### config.mk
export PLATFORM = sky130hd
export DESIGN_NAME = alu_cmd_sequencer
export DESIGN_NICKNAME = d
export VERILOG_FILES = /design/src/rtl/alu_cmd_sequencer.sv
export SDC_FILE = /design/constraint.sdc
export NUM_CORES = 1
export LEC_CHECK = 0
export BUFFER_PORTS_ARGS = -buffer_cell sky130_fd_sc_hd__buf_2
export CELL_PAD_IN_SITES_DETAIL_PLACEMENT = 0
export CELL_PAD_IN_SITES_GLOBAL_PLACEMENT = 1
export CORE_MARGIN = 2
export CORE_UTILIZATION = 46
export DETAILED_ROUTE_END_ITERATION = 16
export PLACE_DENSITY_LB_ADDON = 0.1
export RECOVER_POWER = 100
export SYNTH_ARGS = -nofsm -noshare
export SYNTH_HDL_FRONTEND = slang
export SYNTH_SLANG_ARGS = --single-unit
### constraint.sdc
create_clock -name clk -period 6.4 [get_ports clk]
set_input_delay 0.32 -clock clk [delete_from_list [all_inputs] [get_ports clk]]
set_output_delay 0.32 -clock clk [all_outputs]
set_load 0.02 [all_outputs]
### src/rtl/alu_cmd_sequencer.sv
// alu_cmd_sequencer
// Upstream command stage for the 8-bit PowerALU. Commands {sel, A, B} are
// buffered in a small FIFO. They are issued one at a time to the ALU's
// registered operand inputs. The ALU's combinational output is captured
// into a result register that has its own valid/ready handshake.
//
// Optional build macro: ALU_SEQ_ZERO_FLAG_EN
//   When defined, adds output res_zero. It is registered alongside res_data
//   and is high when the captured ALU output was zero.
//
// FSM states:
//   state   | meaning
//   --------+-------------------------------------------------------------
//   ST_IDLE | no command in flight; pop the FIFO head as soon as count > 0
//   ST_EXEC | operands stable for one full cycle; capture alu_out at edge
//   ST_WAIT | result held on res_*; wait for res_ready, then pop or idle

module alu_cmd_sequencer #(
    parameter int DEPTH = 4,
    parameter int W     = 8,
    parameter int SW    = 4
) (
    input  logic                    clk,
    input  logic                    rst,
    input  logic                    cmd_valid,
    output logic                    cmd_ready,
    input  logic [SW-1:0]           cmd_sel,
    input  logic [W-1:0]            cmd_a,
    input  logic [W-1:0]            cmd_b,
    output logic [SW-1:0]           alu_s,
    output logic [W-1:0]            alu_a,
    output logic [W-1:0]            alu_b,
    input  logic [W-1:0]            alu_out,
    output logic                    res_valid,
    input  logic                    res_ready,
    output logic [W-1:0]            res_data,
    output logic [SW-1:0]           res_sel,
`ifdef ALU_SEQ_ZERO_FLAG_EN
    output logic                    res_zero,
`endif
    output logic [$clog2(DEPTH):0]  count
);

    localparam int AW = $clog2(DEPTH);
    localparam int CW = AW + 1;
    localparam int EW = SW + 2 * W;
    localparam logic [CW-1:0] FULL_CNT = CW'(DEPTH);

    typedef enum logic [1:0] {
        ST_IDLE = 2'd0,
        ST_EXEC = 2'd1,
        ST_WAIT = 2'd2
    } state_t;

    // ------------------------------------------------------------------
    // Command FIFO storage and bookkeeping
    // ------------------------------------------------------------------
    logic [EW-1:0]  mem_q [DEPTH];
    logic [AW-1:0]  wr_ptr_q, wr_ptr_d;
    logic [AW-1:0]  rd_ptr_q, rd_ptr_d;
    logic [CW-1:0]  count_q, count_d;

    logic           push;
    logic           pop;
    logic           fifo_nonempty;
    logic [SW-1:0]  head_sel;
    logic [W-1:0]   head_a;
    logic [W-1:0]   head_b;

    // ------------------------------------------------------------------
    // Sequencer registers
    // ------------------------------------------------------------------
    state_t         state_q;
    logic [SW-1:0]  alu_s_q;
    logic [W-1:0]   alu_a_q;
    logic [W-1:0]   alu_b_q;
    logic           res_valid_q;
    logic [W-1:0]   res_data_q;
    logic [SW-1:0]  res_sel_q;
`ifdef ALU_SEQ_ZERO_FLAG_EN
    logic           res_zero_q;
`endif

    // Ready is decoded from the registered count only, so a pop in the
    // same cycle never lets a push slip into a full FIFO.
    assign cmd_ready     = (count_q < FULL_CNT);
    assign push          = cmd_valid & cmd_ready;
    assign fifo_nonempty = (count_q != '0);

    // The FSM consumes the head when idle, or when the held result is
    // being accepted and another command is waiting.
    assign pop = fifo_nonempty &
                 ((state_q == ST_IDLE) |
                  ((state_q == ST_WAIT) & res_valid_q & res_ready));

    assign {head_sel, head_a, head_b} = mem_q[rd_ptr_q];

    // Next-state for FIFO pointers and occupancy; pointers wrap naturally.
    always_comb begin
        wr_ptr_d = wr_ptr_q;
        rd_ptr_d = rd_ptr_q;
        count_d  = count_q;
        if (push) begin
            wr_ptr_d = wr_ptr_q + AW'(1);
        end
        if (pop) begin
            rd_ptr_d = rd_ptr_q + AW'(1);
        end
        case ({push, pop})
            2'b10:   count_d = count_q + CW'(1);
            2'b01:   count_d = count_q - CW'(1);
            default: count_d = count_q;
        endcase
    end

    // FIFO state registers and storage write port.
    always_ff @(posedge clk or posedge rst) begin
        if (rst) begin
            wr_ptr_q <= '0;
            rd_ptr_q <= '0;
            count_q  <= '0;
            for (int i = 0; i < DEPTH; i++) begin
                mem_q[i] <= '0;
            end
        end else begin
            wr_ptr_q <= wr_ptr_d;
            rd_ptr_q <= rd_ptr_d;
            count_q  <= count_d;
            if (push) begin
                mem_q[wr_ptr_q] <= {cmd_sel, cmd_a, cmd_b};
            end
        end
    end

    // Issue/capture sequencer with registered ALU operands and result.
    always_ff @(posedge clk or posedge rst) begin
        if (rst) begin
            state_q     <= ST_IDLE;
            alu_s_q     <= '0;
            alu_a_q     <= '0;
            alu_b_q     <= '0;
            res_valid_q <= 1'b0;
            res_data_q  <= '0;
            res_sel_q   <= '0;
`ifdef ALU_SEQ_ZERO_FLAG_EN
            res_zero_q  <= 1'b0;
`endif
        end else begin
            case (state_q)
                ST_IDLE: begin
                    // Operands keep their last value while idle.
                    if (fifo_nonempty) begin
                        alu_s_q <= head_sel;
                        alu_a_q <= head_a;
                        alu_b_q <= head_b;
                        state_q <= ST_EXEC;
                    end
                end
                ST_EXEC: begin
                    res_data_q  <= alu_out;
                    res_sel_q   <= alu_s_q;
                    res_valid_q <= 1'b1;
`ifdef ALU_SEQ_ZERO_FLAG_EN
                    res_zero_q  <= (alu_out == '0);
`endif
                    state_q     <= ST_WAIT;
                end
                ST_WAIT: begin
                    if (res_valid_q && res_ready) begin
                        res_valid_q <= 1'b0;
                        if (fifo_nonempty) begin
                            alu_s_q <= head_sel;
                            alu_a_q <= head_a;
                            alu_b_q <= head_b;
                            state_q <= ST_EXEC;
                        end else begin
                            state_q <= ST_IDLE;
                        end
                    end
                end
                default: begin
                    state_q <= ST_IDLE;
                end
            endcase
        end
    end

    assign alu_s     = alu_s_q;
    assign alu_a     = alu_a_q;
    assign alu_b     = alu_b_q;
    assign res_valid = res_valid_q;
    assign res_data  = res_data_q;
    assign res_sel   = res_sel_q;
    assign count     = count_q;
`ifdef ALU_SEQ_ZERO_FLAG_EN
    assign res_zero  = res_zero_q;
`endif

endmodule

After elaboration in Yosys (flattened, before gate mapping):

Cells that the tools add are included.

* word-level logic and storage cells: 67
* register bits after elaboration: 122
* bits of input ports: 32
* output and inout port bits: 37

* $lt $le $gt $ge: 4
* reductions and logical operators: 10
* equality and inequality tests: 6
* muxes and demuxes: 22
* bitwise operators: 7
* add/subtract/negate cells: 4

Operators with widths (number)
* $bwmux 80: 1
* $mux 20: 3
* $bmux 20 s2: 1
* $demux 20 s2: 1
* $mux 8: 4
* $pmux 8 s2: 2
* $mux 4: 2
* $pmux 4 s2: 1
* $ge 3x3->1 const B: 2
* $not 2->3: 2
* $pmux 2 s3: 1
* $pmux 3 s2: 1
* $reduce_and 2->1: 3
* $reduce_bool 2->1: 3
* $add 2x1->2 const B: 2
* $and 1x1->1: 4
* $eq 2x1->1 const B: 2
* $eq 2x2->1 const B: 2
* $mux 2: 2
* $add 3x1->3 const B: 1
* $lt 3x1->1 const B: 1
* $lt 3x3->1 const B: 1
* $reduce_bool 3->1: 1
* $sub 3x1->3 const B: 1
* 7 further kinds: 9

Depth between registers and ports, before layout:

Gate-level depths: netlist of run 1.

* word-level depth: 7
* mapped depth: 9
* depth with buffers taken out: 8

Least setup slack after synthesis of run 1:

Ideal clock, no wire load.

* path type: register to register
* start: register res_valid_q, in the netlist res_valid
* end: register count_q[2], in the netlist count[2]
* cell stages (with the launch flop): 9
* library setup time: 80 ps
* required time: 6320 ps
* arrival time: 1763 ps
* path slack: 4557 ps
* buffers on the path: 0
* clock period less this slack: 1843 ps
* cells stage by stage: dfrtp_1 -> a21boi_4 -> nor3_1 -> ha_1 -> inv_1 -> fa_1 -> xor2_1 -> nor2_1 -> xnor2_1

* longest elaborated chain between the ends: 6
* elaborated cells between the ends (all ways): 8
* classes of those cells: 2 x eq/ne; 1 x mux; 4 x bitwise; 1 x reduce/logical

RTL lines
* start, declared: RTL line 77 `logic res_valid_q;`
* start signal, assigned: RTL line 142 `res_valid_q <= 1'b0;`
* start signal, assigned: RTL line 162 `res_valid_q <= 1'b1;`
* start signal, assigned: RTL line 170 `res_valid_q <= 1'b0;`
* $and 1x1->1 * (2 in series): RTL line 94 `((state_q == ST_WAIT) & res_valid_q & res_ready));`
* $or 1x1->1 *: RTL line 93 `((state_q == ST_IDLE) |`
* $and 1x1->1 *: RTL line 92 `assign pop = fifo_nonempty &`
* via pop: RTL line 64 `logic pop;`
* $eq 2x1->1 / $eq 2x2->1 (equally long branches): RTL line 109 `case ({push, pop})`
* $pmux 3 s2 / $reduce_bool 2->1 (equally long branches)
* end signal, assigned: RTL line 128 `count_q <= count_d;`
* end, declared: RTL line 61 `logic [CW-1:0] count_q, count_d;`

Mark *: on every way through the listed nets, which the timed path passes. The rest lies on a longest branch.
A chain may end at the register's enable or synchronous reset.

Worst setup path in the final report of run 1:

* start: register rd_ptr_q[0]
* end: register alu_s_q[3], in the netlist alu_s[3]

* longest elaborated chain between the ends: 7

RTL lines
* start, declared: RTL line 60 `logic [AW-1:0] rd_ptr_q, rd_ptr_d;`
* start signal, assigned: RTL line 127 `rd_ptr_q <= rd_ptr_d;`
* $not 2->3 (not written as such) *: RTL line 96 `assign {head_sel, head_a, head_b} = mem_q[rd_ptr_q];`
* $bmux 20 s2 *: RTL line 96
* $mux 20 (not written as such) * (2 in series): RTL line 96
* $mux 4 *: RTL line 152, 171
* $mux 4: RTL line 169 `if (res_valid_q && res_ready) begin`
* $pmux 4 s2 *: RTL line 149 `case (state_q)`
* end signal, assigned: RTL line 153 `alu_s_q <= head_sel;`
* end signal, assigned: RTL line 172 `alu_s_q <= head_sel;`
* end, declared: RTL line 74 `logic [SW-1:0] alu_s_q;`

Mark *: on every way between the ends. The rest lies on a longest branch, timed or not. The select of a mux whose other input is x is not followed.

==> results of run 1 <==
==> cells in the mapped netlist <==
library cell / instances
nand2_1: 6
nor3_1: 1
nor2_1: 1
inv_1: 9
a21oi_1: 2
ha_1: 5
nor2b_1: 1
fa_1: 1
xor2_1: 3
buf_6: 4
nor3_2: 1
a21o_1: 1
mux2_4: 6
mux2_1: 59
buf_4: 2
o21ai_0: 1
mux4_2: 15
mux4_1: 5
xnor2_1: 3
buf_2: 10
dfrtp_1: 122
inv_2: 1
mux2i_1: 1
a21boi_4: 1
nor2_2: 1
mux2_2: 47
nor3_4: 1
nor4b_2: 1
==> through the flow <==
step | cells | cell area [µm²] | util | hold WS (ns) | power, mW
after global placement | 509 | 5678 | 0.5170 | 0.4657 | 2.728
after CTS | 540 | 6306 | 0.5742 | 0.05129 | 3.799
after global routing | 540 | 6202 | 0.5647 | 0.1227 | 3.899
after floorplan | 311 | 5225 | - | 0.4517 | 2.445
final | 540 | 6202 | 0.5647 | 0.1459 | 3.653
after detailed placement | 509 | 5678 | 0.5170 | 0.4713 | 2.773
==> worst paths after layout <==
path	to	cells past startpoint
hold reg to reg	mem_q[53]	1
min in group asynchronous	res_data[1]	2
setup / recovery	alu_s[3]	3
setup reg to reg	alu_s[3]	3
hold / removal	res_data[7]	2
max in group asynchronous	mem_q[37]	3
==> registers in the layout, summed over array words and instances, names as in the netlist <==
name,flops
rd_ptr_q,2
res_data,8
alu_b,8
wr_ptr_q,2
res_sel,4
res_valid,1
alu_a,8
count,3
alu_s,4
state_q,2
mem_q,80
==> routing by layer <==
layer | vias up | track usage | routed length (µm) | share of wire
li1 | 1299 | - | - | -
met1 | 1473 | 0.2196 | 4403 | 0.47
met2 | 67 | 0.2646 | 4442 | 0.47
met3 | 10 | 0.05049 | 406 | 0.043
met4 | 0 | 0.07000 | 138 | 0.015
met5 | - | 0 | 0 | 0
==> worst max-delay path: cells and delay by family, from the launching register on <==
family                 cells  cell delay, ns
buffers and inverters      1            0.96
multiplexers               2            0.97
flip-flops                 1            0.54
==> logic make-up (layout without fill, tap and decap cells) <==
family | Yosys count | in the layout | share of synthesized area
flops | 122 | 122 | 0.5843
mux | 133 | 133 | 0.3374
compound gates | 5 | 5 | 0.007902
fa+ha+maj | 6 | 6 | 0.01580
buf+inv | 26 | 115 | 0.02825
xor+xnor | 6 | 6 | 0.01006
simple gates | 13 | 13 | 0.01628
==> power breakdown <==
part | internal, mW | switching, mW
registers | 1.18 | 0.206
clock network | 0.688 | 0.317
logic | 0.663 | 0.605
==> area by class of cell <==
type | count | area share
clock buffers | 23 | 0.07868
clock inverters | 8 | 0.02259
inverters | 10 | 0.006254
multi-input cells | 163 | 0.3197
flip-flops and latches | 122 | 0.4922
well taps | 140 | 0.02824
repair buffers | 74 | 0.05225
==> flow_metrics.tcl, run 1 <==
set metrics [dict create \
    io_pins 69 \
    first_pass_iters 4 \
    viasPerCell 5.276 \
    multi_input_area_um2 1983 \
    vdd_ir_drop_max_mv 0.2453 \
    synth_seq_cells 122 \
    overflow 0 \
    syn2layout_area_growth_pct 18.70 \
    hp-class "in -> reg" \
    cts_buffer_depth 2 \
    worstHoldStart "alu_out[7]" \
    hold_buffers 0 \
    syn_inst 311 \
    synth.largest_area_cell "dfrtp_1" \
    path_class "reg -> reg" \
    antenna_found_initial 0 \
    final_nets 426 \
    period_needed_ns 2.586 \
    clk_latency_ns 0.41 \
    outcome "finished, violations left" \
    yosysTopAreaCellShare 0.5843 \
    grt_pass1_vias 3029 \
    hpwlAfterDp_mm 5.712 \
    ys_types 28 \
    numCtsBuffers 17 \
    cp.required_ns 6.69 \
    dpl_worst_slack_ns 4.011 \
    synth.avg_cell_area_um2 16.80 \
    max_stage_delay_ns 0.96 \
    port_buffers 68 \
    grt_use_total 0.1685 \
    p_per_area_nw_per_um2 589.0 \
    wirelength_mm 9.390 \
    clkTransAtPathRegs_ns 0.05 \
    coreArea_um2 10980 \
    finalCritPeriodShare 0.4040 \
    syn-cell-area_um2 5225 \
    finalWorstSetupSlack_ns 3.814 \
    final_common_cell "dfrtp_1" \
    diodes 0 \
    gp_congestion 0.6828 \
    critPathMaxFanout 16 \
    cts_sinks 122 \
    regArea_um2 3053 \
    syn_nets 349 \
    timing.fmax_ghz 0.3868 \
    rsz0062_at_grt "false" \
    drt_iter0_markers 73 \
    die_h_um 110.6 \
    grt_start_max_net_pins 67 \
    cts-root-buf "clkbuf_16" \
    skew_ns 0.006130 \
    p_leak_nw 2.749 \
    crit_path_start "rd_ptr_q[0]" \
    start_util 0.4757 \
    num_rows 38 \
    arrival_ns 2.87 \
    drv_cap 2 \
    path_cells "clkbuf_1, mux4_1, mux2_2" \
    yosysSeqAreaShare 0.5843 \
    finalSetupTns_ns 0 \
    cts_resized 0 \
    cts-htree-levels 4 \
    ff2ff_setup_slack_ns 3.81 \
    finalMaxSlewViolations 58 \
    wl_per_cell_um 17.39 \
    die_w_um 110.6 \
    die_area_um2 12230 \
    ys_warn_count 0 \
    tightest_slew_ns 2.474 \
    fill_cells 904 \
    violations "max-capacitance violations, max-slew violations" \
    num_vias 2849 \
    postRouteAntennaNets 0 \
    slowest_stage "clkbuf_1" \
    drive_gt1_frac 0.3150 \
    hold_viol_final 0 \
    cts_tree "built" \
    synthTopCellsByArea "dfrtp_1 (58%), mux2_1 (13%), mux2_2 (10%), mux4_2 (6.5%), mux4_1 (2.5%)" \
    reg2reg_from "rd_ptr_q[0]" \
    crit_path_end_kind "flip-flop" \
    drc 0 \
    post_cts_buffers 0 \
    finalSetupViolCount 0 \
    relSlewSlack -0.6583 \
    layout_common_cells "dfrtp_1 (122), mux2_1 (66), mux2_2 (46)" \
    grt_pass1_wl_mm 15.88 \
    cp-start-kind "flip-flop" \
]
(Power assumes the default switching activity.)
==> inputs of run 2 (changes only) <==
ABC_AREA = 1   (was unset)
CORE_UTILIZATION = 39   (was 46)
clock period = 2.32 ns   (was 6.4 ns; I/O delays follow)
==> run 2 against run 1 <==
Effect of this change: the run now ends clean; synthesized cell count increased by 130%; worst hold slack got worse by 0.14 ns; maximum frequency rose by 41%; critical path depth increased by 1; sequential share of layout area decreased by 3.7 points; critical endpoint is now res_data[1]; highest routed layer unchanged.
==> flow_metrics.tcl, run 2 <==
set metrics [dict create \
    outcome "completed" \
    grt_start_max_net_pins 123 \
    port_buffers 68 \
    p_per_area_nw_per_um2 736.4 \
    finalSetupTns_ns 0 \
    die_h_um 126.9 \
    die_w_um 126.9 \
    multi_input_area_um2 1911 \
    grt_use_total 0.1765 \
    first_pass_iters 4 \
    finalMaxSlewViolations 0 \
    grt_pass1_vias 4436 \
    drv_cap 0 \
    yosysTopAreaCellShare 0.5186 \
    drc 0 \
    drive_gt1_frac 0.1010 \
    syn_inst 710 \
    finalCritPeriodShare 0.7915 \
    cts_sinks 122 \
    hpwlAfterDp_mm 8.005 \
    ys_async_sr_fraction 1.000 \
    hold_viol_final 0 \
    power.switching_uw 974.8 \
    max_stage_delay_ns 0.68 \
    cp.required_ns 2.62 \
    skew_ns 0.005838 \
    die_area_um2 16090 \
    wl_per_cell_um 13.73 \
    cp_common_cell "nand2_1" \
    cts_buffer_depth 2 \
    hp-class "in -> reg" \
    num_vias 4425 \
    antenna_found_initial 0 \
    fill_cells 1532 \
    crit_path_end_kind "flip-flop" \
    switching_share 0.1976 \
    start_util 0.4020 \
    cts_resized 0 \
    period_needed_ns 1.836 \
    postRouteAntennaNets 0 \
    clkTransAtPathRegs_ns 0.06 \
    critPathMaxFanout 14 \
    rsz0062_at_grt "false" \
    reg2regPathDepth 4 \
    overflow 0 \
    largest_reg_flops 80 \
    viasPerCell 4.534 \
    crit_buf_inv 1 \
    yosysMostFrequentCell "nand2_1" \
    vdd_ir_drop_max_mv 0.4877 \
    syn-cell-area_um2 5887 \
    arrival_ns 2.13 \
    final_common_cell "nand2_1" \
    path_class "reg -> reg" \
    slowest_stage "nor2_1" \
    ys_warn_count 0 \
    cts-htree-levels 4 \
    synthTopCellsByArea "dfrtp_1 (52%), nand2_1 (18%), inv_1 (7.0%), o21ai_2 (6.2%), nand3_1 (3.7%)" \
    p_comb_frac 0.021 \
    synth.largest_area_cell "dfrtp_1" \
    num_rows 44 \
    final_nets 817 \
    drt_iter0_markers 291 \
    relSlewSlack 0.2952 \
    cp-start-kind "flip-flop" \
    seq_power_share 0.432 \
    timing.fmax_ghz 0.5446 \
    post_cts_buffers 0 \
    dp_cells 934 \
    coreArea_um2 14640 \
    path_cells "nor2_1, inv_1, nand2_1, nand2_1" \
    hold_depth 3 \
    ys_types 22 \
    synth_edf_count 0 \
    tightest_slew_ns 1.054 \
    cts-root-buf "clkbuf_16" \
    cts_tree "built" \
    diodes 0 \
    cpLargestDelayFamily "simple AND/OR/NAND/NOR gates" \
    grt_pass1_wl_mm 22.16 \
    gp_congestion 0.7530 \
    syn_nets 748 \
    synthTopCellsByCount "nand2_1 (289), dfrtp_1 (122), inv_1 (110), nand3_1 (44), o21ai_2 (42)" \
    clk_latency_ns 0.41 \
    wirelength_mm 13.40 \
    ys.flop_type "dfrtp_1" \
    p_leak_nw 3.452 \
    yosysSeqAreaShare 0.5186 \
    worst-path-stages 4 \
    p_clk_frac 0.547 \
    finalSetupViolCount 0 \
    p_int_mw 3.959 \
    layout_common_cells "nand2_1 (290), dfrtp_1 (122), inv_1 (110)" \
    io_pins 69 \
    regArea_um2 3053 \
    syn2layout_area_growth_pct 13.82 \
    final_cell_count_no_fill 976 \
    regMostFlops "mem_q" \
    synth_seq_cells 122 \
    numCtsBuffers 17 \
    synth.avg_cell_area_um2 8.291 \
]
## run 2: cells by family (layout without fill, tap and decap cells)
logic type,Yosys count,after routing,synth area share
XOR/XNOR,4,4,0.005952
buffers and inverters,150,232,0.1243
adder cells (fa/ha/maj),6,6,0.01403
AND/OR/NAND/NOR,345,345,0.2397
AO/OA/AOI/OAI,83,83,0.09734
flip-flops,122,122,0.5186
## run 2: cell type report
cell class / count / area share
multi-input combinational: 438 / 0.2852
sequential: 122 / 0.4556
timing repair buffer: 85 / 0.06853
clock buffer: 24 / 0.07339
tap: 184 / 0.03436
clock inverter: 8 / 0.01718
inverter: 115 / 0.06573
## run 2: layer usage
metal | vias to the layer above | share of wire | wire length (µm) | GRT usage
met5 | - | 0 | 0 | 0
met4 | 0 | 0.012 | 165 | 0.05882
met3 | 12 | 0.032 | 429 | 0.04513
met2 | 56 | 0.48 | 6491 | 0.2919
met1 | 2087 | 0.47 | 6315 | 0.2269
li1 | 2270 | - | - | -
## run 2: path summary, 6_finish.rpt
check / startpoint / slack, ns / end
worst min register to register: res_sel[2] / 0.47 / res_sel[2]
worst max-delay path: state_q[1] / 0.48 / res_data[1]
worst max register to register: state_q[1] / 0.48 / res_data[1]
min in group asynchronous: rst / 0.41 / mem_q[3]
worst min-delay path: cmd_b[2] / 0.005 / mem_q[2]
max in group asynchronous: rst / 1.33 / mem_q[48]
## run 2: what timing repair did
action / in CTS / in global routing
hold endpoints to repair: 131 / 0
endpoints found under the setup margin: 0 / 0
hold buffers: 10 / 0
## run 2: through the flow
stage                 util  hold WS (ns)  setup WS, ns  power, mW  cell area, µm²
floorplan                -        0.2327        0.5232      2.223            5891
global placement    0.4257        0.3172        0.6208      2.274            6233
detailed placement  0.4257        0.3220        0.5391      2.276            6233
CTS                 0.4739      0.003416        0.5387      5.021            6940
global route        0.4575      0.008175        0.2525      5.126            6700
finish              0.4575      0.005440        0.4837      4.934            6700
## run 2: worst reg2reg max path: cells and delay by family (launching register included)
kind                   cells  cell delay (ns)
and+or+nand+nor            3             0.88
buffers and inverters      1             0.43
DFF                        1             0.41
## run 2: power groups by stage
stage | sequential (mW) | clock [mW] | combinational [mW]
after CTS | 2.13 | 2.77 | 0.122
after detailed placement | 2.17 | 0 | 0.109
final | 2.13 | 2.70 | 0.105
after global placement | 2.17 | 0 | 0.107
after floorplan | 2.17 | 0 | 0.0561
after global routing | 2.13 | 2.88 | 0.123
